$ cat config.mk
export PLATFORM = sky130hd
export DESIGN_NAME = pc_fetch_unit
export DESIGN_NICKNAME = d
export VERILOG_FILES = /design/src/rtl/pc_fetch_unit.sv
export SDC_FILE = /design/constraint.sdc
export NUM_CORES = 1
export LEC_CHECK = 0
export BUFFER_PORTS_ARGS = -buffer_cell sky130_fd_sc_hd__buf_4
export CAP_MARGIN = 20
export CORE_MARGIN = 5
export CORE_UTILIZATION = 47
export CTS_CLUSTER_SIZE = 12
export DETAILED_ROUTE_END_ITERATION = 8
export PLACE_DENSITY = 0.84
export SKIP_LAST_GASP = 1
export SLEW_MARGIN = 5
export SYNTH_ARGS = -nofsm -noshare
export SYNTH_HDL_FRONTEND = slang
export SYNTH_SLANG_ARGS = --single-unit
$ cat constraint.sdc
create_clock -name clk -period 2.9 [get_ports clk]
set_input_delay 0.725 -clock clk [delete_from_list [all_inputs] [get_ports clk]]
set_output_delay 0.725 -clock clk [all_outputs]
set_load 0.1 [all_outputs]
$ cat src/rtl/pc_fetch_unit.sv
// PC and instruction-fetch stage: fetches from a fixed-latency synchronous imem,
// holds the instruction until retirement, then loads next_pc from branch control.
module pc_fetch_unit #(
   parameter logic [31:0] RESET_PC    = 32'h0000_0000,
   parameter int          MEM_LATENCY = 1
) (
   input  logic        clk,
   input  logic        rst,
   input  logic [31:0] next_pc,
   input  logic        instr_done,
   input  logic        halt_req,
   input  logic [31:0] imem_rdata,
   output logic [31:0] imem_addr,
   output logic        imem_en,
   output logic [31:0] pc,
   output logic [31:0] pc_plus4,
   output logic [31:0] instr,
   output logic        instr_valid,
   output logic        halted,
   output logic        misaligned,
   output logic [31:0] retired_count
);

   // state   | meaning
   // FETCH   | issue one imem read at pc (or divert to HALT if halt pending)
   // WAIT    | count imem latency; capture imem_rdata when count hits MEM_LATENCY
   // EXEC    | present instr until instr_done retires it and loads next_pc
   // HALT    | stopped; only rst leaves
   typedef enum logic [1:0] {
      S_FETCH = 2'd0,
      S_WAIT  = 2'd1,
      S_EXEC  = 2'd2,
      S_HALT  = 2'd3
   } state_t;

   localparam logic [2:0] LAT = 3'(MEM_LATENCY);

   state_t     state;
   logic [2:0] wait_cnt;
   logic       halt_pend;

   always_ff @(posedge clk) begin
      if (rst) begin
         state         <= S_FETCH;
         pc            <= RESET_PC;
         instr         <= 32'h0;
         instr_valid   <= 1'b0;
         halted        <= 1'b0;
         misaligned    <= 1'b0;
         retired_count <= 32'h0;
         halt_pend     <= 1'b0;
         wait_cnt      <= 3'd0;
      end else begin
         if (halt_req)
            halt_pend <= 1'b1;
         case (state)
            S_FETCH: begin
               if (halt_pend) begin
                  state  <= S_HALT;
                  halted <= 1'b1;
               end else begin
                  state    <= S_WAIT;
                  wait_cnt <= 3'd1;
               end
            end
            S_WAIT: begin
               if (wait_cnt == LAT) begin
                  instr       <= imem_rdata;
                  instr_valid <= 1'b1;
                  state       <= S_EXEC;
               end else begin
                  wait_cnt <= wait_cnt + 3'd1;
               end
            end
            S_EXEC: begin
               if (instr_done) begin
                  retired_count <= retired_count + 32'd1;
                  instr_valid   <= 1'b0;
                  pc            <= next_pc;
                  // a misaligned target is still architecturally loaded, but never fetched
                  if (next_pc[1:0] != 2'b00) begin
                     misaligned <= 1'b1;
                     halted     <= 1'b1;
                     state      <= S_HALT;
                  end else if (halt_pend || halt_req) begin
                     halted <= 1'b1;
                     state  <= S_HALT;
                  end else begin
                     state <= S_FETCH;
                  end
               end
            end
            S_HALT: begin
               halted <= 1'b1;
            end
            default: begin
               state <= S_HALT;
            end
         endcase
      end
   end

   // the read strobe is gated by rst so no read is issued while the unit is held in reset
   assign imem_en   = (state == S_FETCH) && !halt_pend && !rst;
   assign imem_addr = pc;
   assign pc_plus4  = pc + 32'd4;

endmodule

### Yosys cells after proc, flatten, opt, wreduce, memory -nomap -nowiden

Cells that the tools add are included.

* add/subtract/negate cells: 3
* equality and inequality tests: 10
* mux-type cells: 17
* reductions and logical operators: 18

Operators with widths (number)
* adder 32 x 1 -> 32 bit (second input constant): 1
* adder 32 x 3 -> 32 bit (second input constant): 1
* AND reduction 3 bit: 4
* 2-to-1 mux 2 bit: 5
* != test 2 bit (second input constant): 5
* 2-to-1 mux 1 bit: 6
* 2-to-1 mux 3 bit: 2
* case mux 2 bit (3 select lines): 1
* case mux 3 bit (2 select lines): 1
* nonzero test 2 bit: 3
* nonzero test 3 bit: 2
* == test 2 bit (second input constant): 2
* AND reduction 2 bit: 2
* AND reduction 4 bit: 1
* adder 3 x 1 -> 3 bit (second input constant): 1
* == test 3 x 1 -> 1 bit (second input constant): 1
* != test 3 bit (second input constant): 1
* case mux 1 bit (3 select lines): 1
* == test 2 x 1 -> 1 bit (second input constant): 1
* logical AND 1 bit: 2
* logical NOT 1 bit: 2
* logical NOT 2 bit: 1
* case mux 1 bit (2 select lines): 1
* logical OR 1 bit: 1

* register bits after elaboration: 105
* input bits: 68
* output and inout port bits: 164
* logic and storage cells: 57

### Longest topological paths before layout

Gate-level depths: netlist (run 1).

* depth in word-level cells: 5
* gate-level depth with buffers: 8
* mapped depth without buffers: 6

### Worst setup path after synthesis (run 1)

Ideal clock, no wire load.

* kind: register to output
* start point: reg pc[4], in the netlist imem_addr[4]
* end point: out pc_plus4[19]
* arrival: 3917 ps
* required time: 2175 ps
* setup slack: -1742 ps
* stages on the path, launching flop included: 5
* buffers on the path: 0
* cells stage by stage: dfxtp_1 nand4_1 nor3_1 or4b_2 xnor2_1

* cells in the longest elaborated chain, start to end: 1

RTL lines
* start: declaration: line 15 `output logic [31:0] pc,`
* start signal: assignment: line 79 `pc <= next_pc;`
* adder 32 x 3 -> 32 bit: line 106 `assign pc_plus4 = pc + 32'd4;`
* end: declaration: line 16 `output logic [31:0] pc_plus4,`

Every way passes these cells.

### Worst setup path after layout (run 1)

* start point: reg pc[2], in the netlist imem_addr[2]
* end point: out pc_plus4[18]

The elaborated chain is that of the path after synthesis.

==> results of run 1 <==
-- per-layer routing --
| layer | track usage | up-vias | share of wire |
|---|---|---|---|
| met2 | 0.420 | 190 | 0.53 |
| met4 | 0.0889 | 0 | 0.027 |
| li1 | - | 2534 | - |
| met5 | 0 | - | 0 |
| met1 | 0.268 | 2471 | 0.37 |
| met3 | 0.0435 | 28 | 0.072 |
-- metrics by stage --
stage	power, uW	worst slack (ns)	util	area [um2]
floorplan	3640	-0.231	-	5580
global placement	4080	0.236	0.687	7160
detailed placement	4130	0.224	0.687	7160
CTS	5030	0.00783	0.707	7370
global route	5240	-0.0821	0.724	7540
finish	5040	0.0325	0.724	7540
-- cell usage in the layout (no fill, tap or decap), types with 6 or more instances in the layout --
cell type	synthesis	layout
ha_1	9	9
buf_4	34	244
dfxtp_4	0	21
and4_1	6	6
xor2_1	9	6
dfxtp_1	105	77
nand4_1	18	18
nand2_1	149	148
xnor2_1	32	9
nand3_1	20	19
o31ai_1	13	13
or4_1	14	14
xnor2_4	0	19
nor2_1	32	31
a21oi_1	83	83
clkbuf_8	0	9
dfxtp_2	0	7
nor4_1	7	6
inv_1	13	13
-- flip-flops by register name (all words and copies together) (netlist names) --
register	cells
imem_addr	32
misaligned	1
instr_valid	1
halt_pend	1
wait_cnt	3
retired_count	32
state	2
halted	1
instr	32
-- logic make-up (layout without fill, tap and decap cells) --
family | Yosys count | after routing | synth area share
mux | 4 | 4 | 0.00842
compound gates | 112 | 112 | 0.124
xor+xnor | 41 | 41 | 0.0710
simple gates | 282 | 282 | 0.270
flops | 105 | 105 | 0.416
buf+inv | 81 | 284 | 0.0891
fa+ha+maj | 9 | 9 | 0.0223
-- power groups by stage --
stage / registers (uW) / clock network, uW / logic, uW
floorplan: 2510 / 0 / 1130
global placement: 1750 / 0 / 2320
detailed placement: 1770 / 0 / 2360
CTS: 1730 / 935 / 2360
global route: 1740 / 991 / 2510
finish: 1720 / 910 / 2410
-- synthesized netlist by cell type, types with 2 or more instances --
library cell,count,area share
nor3_1,4,0.0040
and2_1,3,0.0037
and4_1,6,0.010
nor4_1,7,0.0087
nor2_1,32,0.024
a21oi_1,83,0.082
and3_1,4,0.0049
nand2_1,149,0.11
nand4b_1,2,0.0035
a211oi_1,4,0.0059
xnor2_1,32,0.055
clkbuf_1,29,0.022
o21ai_0,5,0.0049
mux2i_1,2,0.0040
xor2_1,9,0.016
or4_4,2,0.0045
or2_2,3,0.0037
mux2_2,2,0.0045
o41ai_1,2,0.0035
ha_1,9,0.022
or3_1,5,0.0062
nand4_1,18,0.022
inv_1,13,0.0097
dfxtp_1,105,0.42
buf_6,2,0.0045
nand3_1,20,0.020
nor2b_1,6,0.0074
or4_1,14,0.021
buf_4,34,0.050
buf_2,3,0.0030
o31ai_1,13,0.019
-- final timing paths --
path | end | slack, ns | start
hold reg to reg | instr[26]$_SDFFE_PP0P_ | 0.46 | instr[26]$_SDFFE_PP0P_
setup / recovery | pc_plus4[18] | 0.03 | imem_addr[2]$_SDFFE_PP0P_
setup reg to reg | retired_count[29]$_SDFFE_PP0P_ | 0.66 | state[0]$_SDFFE_PP0P_
hold / removal | instr[26]$_SDFFE_PP0P_ | 0.46 | instr[26]$_SDFFE_PP0P_
-- repair_timing --
item | CTS | global route
buffers inserted | 0 | 12
cloned | 0 | 1
pin swaps | 0 | 3
gates resized for setup | 5 | 21
endpoints found under the setup margin | 5 | 12
-- worst reg2reg max path, cell delays in order, from the launching register on --
cell     delay, ns
dfxtp_1       0.36
inv_1         0.11
ha_1          0.18
nand4_1       0.23
or4_1         0.62
nor4_1        0.25
mux2_2        0.38
-- layout make-up --
cell class | count | area (um2)
Timing Repair Buffer | 255 | 1980
Clock inverter | 6 | 65.1
Sequential cell | 105 | 2190
Tap cell | 136 | 170
Clock buffer | 10 | 128
Fill cell | 809 | 2870
Inverter | 13 | 48.8
Multi-Input combinational cell | 448 | 2960
==> metrics.txt, run 1 <==
initial antenna violation count=0; WL/cell=16.8 um; worst slew margin relative to its limit=0.278; Synth Flop Type=dfxtp_1; Clock Skew=0.0146 ns; Reg2Reg Depth=6; Yosys reg bits=about 110; clk sinks=105; hold_buf cts=0; slowest stage delay, CP=0.39 ns; Top delay family on crit path=buffers and inverters; vias post-DR=5223; Leak=0.00318 uW; status=finished, final reports clean; setup TNS=0 ns; vias in the first global route=4920; Cell Int Power=approximately 2500 uW; worst slew pin tran=between 1 and 1.5 ns; DRT Wirelength=16300 um; WHS Path Cells=2; YS warnings=0; clock tree buffer depth=2; Req. time, crit path=about 2.2 ns; GRT Residual Overflow=0; cts bufs inserted=9; critical-path cell list=ha_1 > inv_1 > nor3_1 > buf_4 > nand4_1 > xnor2_4 > buf_6; slowest CP cell=dfxtp_4; clk_lat worst skew=about 0.36 ns; final setup vio count=0; GRT Overall Usage=0.231; I/O pin count=232; Clock power frac=0.180; CP Buf/Inv Count=3; fin crit period=2.87 ns; die height=114 um; asr flop ratio synth=0; Buffers on Ports=231; Yosys cell types=43; Syn Std Cell Area=5050 um2; DRC Markers=0; CTS tree=yes; hold crit path type=flip-flop to flip-flop; ANT cells=0; Final ANT Viol Nets=0; pin count of the biggest net entering global routing=108; routability congestion estimate from global placement=0.868; crit-path max FO=7; DR vias/cell=5.37; Switching Fraction=0.496; pwr/cell area=669 nW/um2; Levels on crit path=7; Critical Path End Type=primary output; RSZ-0062 raised after global routing=yes; DR iter-0 viols=~340; Hold Fails Final Rpt=0; Initial Utilization=0.485; CTS clk-pin slew, worst paths=~0.1 ns; Nets=between 900 and 1000; Die ar.=12900 um2; global-route wire length before repair=24500 um; Syn Area/Cell=around 8.0 um2; row cnt=37; P_sw=roughly 2500 uW; VDD IR-drop max=0.454 mV; sequential area share after synthesis=0.416; Final Non-Filler Cells=973; crit path kind=flip-flop to primary output; maxcap violations=0; H-tree depth=3; layout cells sized above 1=0.407; Die Width=114 um; fin crit share=0.989; Gate Count Post-Synth=634; number of cells after detailed placement=944; DP Wirelength=12100 um; area growth from synthesis to layout=49.2%; crit path DAT=2.14 ns; Gate power share=0.478; CTS root buf=clkbuf_8; Fin Hold WS=around 0.46 ns; max frequency=349 MHz; Mapped Nets=711; number of flops mapped to enable cells by yosys=0; sequential share of power=0.341; drt pass-1 iters=4; Max Transition Viols Final=0; CP Launch Type=flip-flop; core area=~10000 um2
No activity file was read; power rests on OpenSTA's default activity.
==> run 2, diff against run 1 <==
Settings changed: SETUP_SLACK_MARGIN set to 0.1.
==> run 2 against run 1 <==
Against the previous run: largest cell class unchanged; die area did not move; final area is 3.1% higher; critical path type unchanged; sequential cell count is the same; cell count grew 0.92%.
==> metrics.txt, run 2 (synthesized netlist as in run 1, its figures left out) <==
status=finished, final reports clean; r2r endpoint=retired_count[25]$_SDFFE_PP0P_; area growth from synthesis to layout=53.8%; core area=10400 um2 (unchanged); Final Non-Filler Cells=982 (+0.92%); Power, Total=5120 uW (+1.5%); routability congestion estimate from global placement=0.883 (+1.8%); WL/cell=17.9 um (+6.8%); P_sw=2520 uW (+0.73%); RSZ-0062 raised after global routing=yes; hold endpoint=instr[13]$_SDFFE_PP0P_; global-route wire length before repair=25500 um (+3.7%); DR vias/cell=5.46 (+1.7%); ANT cells=0 (unchanged); cts bufs inserted=9 (unchanged); fin crit period=2.84 ns (-0.0248 ns); pin count of the biggest net entering global routing=108 (unchanged); Buffers on Ports=231 (unchanged); row cnt=37 (unchanged); Max Transition Viols Final=0 (unchanged); CTS clk-pin slew, worst paths=0.10 ns (about the same); worst slew pin tran=1.07 ns (-0.0118 ns); Cell Int Power=2600 uW (+2.2%); die height=114 um (unchanged); CTS tree=yes; vias post-DR=5363 (+2.7%); Die ar.=12900 um2 (unchanged); DRC Markers=0 (unchanged); I/O pin count=232 (unchanged); DRT Wirelength=17600 um (+7.8%); CTS root buf=clkbuf_8; Hold Fails Final Rpt=0 (unchanged); vias in the first global route=5027 (+2.2%); VDD IR-drop max=0.369 mV (-19%); fin crit share=0.980 (-0.00854); crit-path max FO=5 (-2); hold_buf cts=0 (unchanged); Clock Skew=0.0133 ns (-0.00138 ns); number of cells after detailed placement=943 (-0.11%); Leak=0.00327 uW (+2.6%); Gate power share=0.481 (+0.003); crit path DAT=2.12 ns (-0.02 ns); Reg2Reg Depth=6 (unchanged); layout cells sized above 1=0.421 (+0.0134); clk_lat worst skew=0.36 ns (about the same); Critical Path End Type=primary output; DP Wirelength=12000 um (-0.32%); clk sinks=105 (unchanged); H-tree depth=3 (unchanged); Nets=918 (+0.99%); initial antenna violation count=0 (unchanged); Final ANT Viol Nets=0 (unchanged); Clock power frac=0.183 (+0.003); max frequency=352 MHz (+0.87%); sequential share of power=0.336 (-0.005); most frequent cells in the layout=buf_4 (246), nand2_1 (148), a21oi_1 (83); GRT Residual Overflow=0 (unchanged); Req. time, crit path=2.17 ns (about the same); Initial Utilization=0.485 (unchanged); Hold Path Origin=instr[13]$_SDFFE_PP0P_; leading cell type in the layout, fill and taps excluded=buf_4; pwr/cell area=658 nW/um2 (-1.6%); hold crit path type=flip-flop to flip-flop; final setup vio count=0 (unchanged); CP Launch Type=flip-flop; maxcap violations=0 (unchanged); GRT Overall Usage=0.243 (+0.0120); drt pass-1 iters=5 (+1); DR iter-0 viols=453 (+32%); slowest CP cell=dfxtp_4; Die Width=114 um (unchanged); R2R Setup Slk=0.61 ns (-0.05 ns); reg2reg start=state[0]$_SDFFE_PP0P_; crit path kind=flip-flop to primary output; Switching Fraction=0.492 (-0.00367); clock tree buffer depth=2 (unchanged); WHS Path Cells=2 (unchanged); slowest stage delay, CP=0.40 ns (about the same); worst slew margin relative to its limit=0.285 (+0.00789); critical-path cell list=nand4_1 > buf_4 > nor3_4 > buf_4 > nand4_1 > xnor2_4 > buf_12
-- run 2: cell types whose count changed in the layout (fill, tap and decap cells not counted), moves of 2 or more --
cell,previous run,this run
xnor2_2,4,2
buf_12,1,8
inv_4,2,0
buf_4,244,246
xnor2_4,19,21
buf_6,5,7
nand3_1,19,17
buf_8,5,3
-- run 2: critical path: cells and delay by family (launching register included) --
kind / cells / cell delay (ns)
xor gates and xnor gates: 1 / 0.26
and+or+nand+nor: 3 / 0.54
buffers and inverters: 3 / 0.55
DFF: 1 / 0.40
-- run 2: through the flow --
step / setup TNS, ns / cell area [um2] / worst slack (ns) / hold WS [ns] / util
6_report: 0 / 7780 / 0.0573 / 0.460 / 0.747
3_3_place_gp: 0 / 7210 / 0.265 / 0.442 / 0.692
4_1_cts: 0 / 7580 / 0.0593 / 0.464 / 0.728
3_5_place_dp: 0 / 7210 / 0.233 / 0.449 / 0.692
2_1_floorplan: -0.978 / 5640 / -0.231 / 0.485 / -
5_1_grt: -0.0650 / 7780 / -0.0587 / 0.483 / 0.747
-- run 2: power groups by stage --
stage / logic, uW / registers (uW) / clock network (uW)
2_1_floorplan: 1140 / 2510 / 0
3_3_place_gp: 2330 / 1750 / 0
3_5_place_dp: 2360 / 1770 / 0
4_1_cts: 2420 / 1720 / 960
5_1_grt: 2560 / 1740 / 1030
6_report: 2460 / 1720 / 935
-- run 2: repair_timing --
action	CTS	global route
pin swaps	6	10
endpoints found under the setup margin	16	22
cloned	1	0
setup buffers	6	16
resized for setup	30	18
-- run 2: area by class of cell --
| class | count | area, um2 |
|---|---|---|
| fill | 743 | 2640 |
| clock inverter | 5 | 63.8 |
| multi-input combinational | 448 | 3030 |
| clock buffer | 11 | 141 |
| inverter | 13 | 48.8 |
| tap | 136 | 170 |
| timing repair buffer | 264 | 2130 |
| sequential | 105 | 2190 |
-- run 2: worst max path at each step --
stage	from	to	depth (start not counted)	slack (ns)
finish	imem_addr[6]$_SDFFE_PP0P_	pc_plus4[18]	7	0.06
floorplan	imem_addr[4]$_SDFFE_PP0P_	pc_plus4[19]	4	-0.23
global placement	imem_addr[6]$_SDFFE_PP0P_	pc_plus4[19]	5	0.27
detailed placement	imem_addr[5]$_SDFFE_PP0P_	pc_plus4[19]	5	0.23
CTS	imem_addr[15]$_SDFFE_PP0P_	pc_plus4[29]	6	0.06
global route	imem_addr[6]$_SDFFE_PP0P_	pc_plus4[18]	7	-0.06
-- run 2: routing by layer --
layer	share of wire	GRT usage	wire, um	vias to the layer above
li1	-	-	-	2555
met1	0.38	0.275	6640	2512
met2	0.51	0.446	9010	246
met3	0.073	0.0462	1290	50
met4	0.039	0.0994	680	0
met5	0	0	0	-
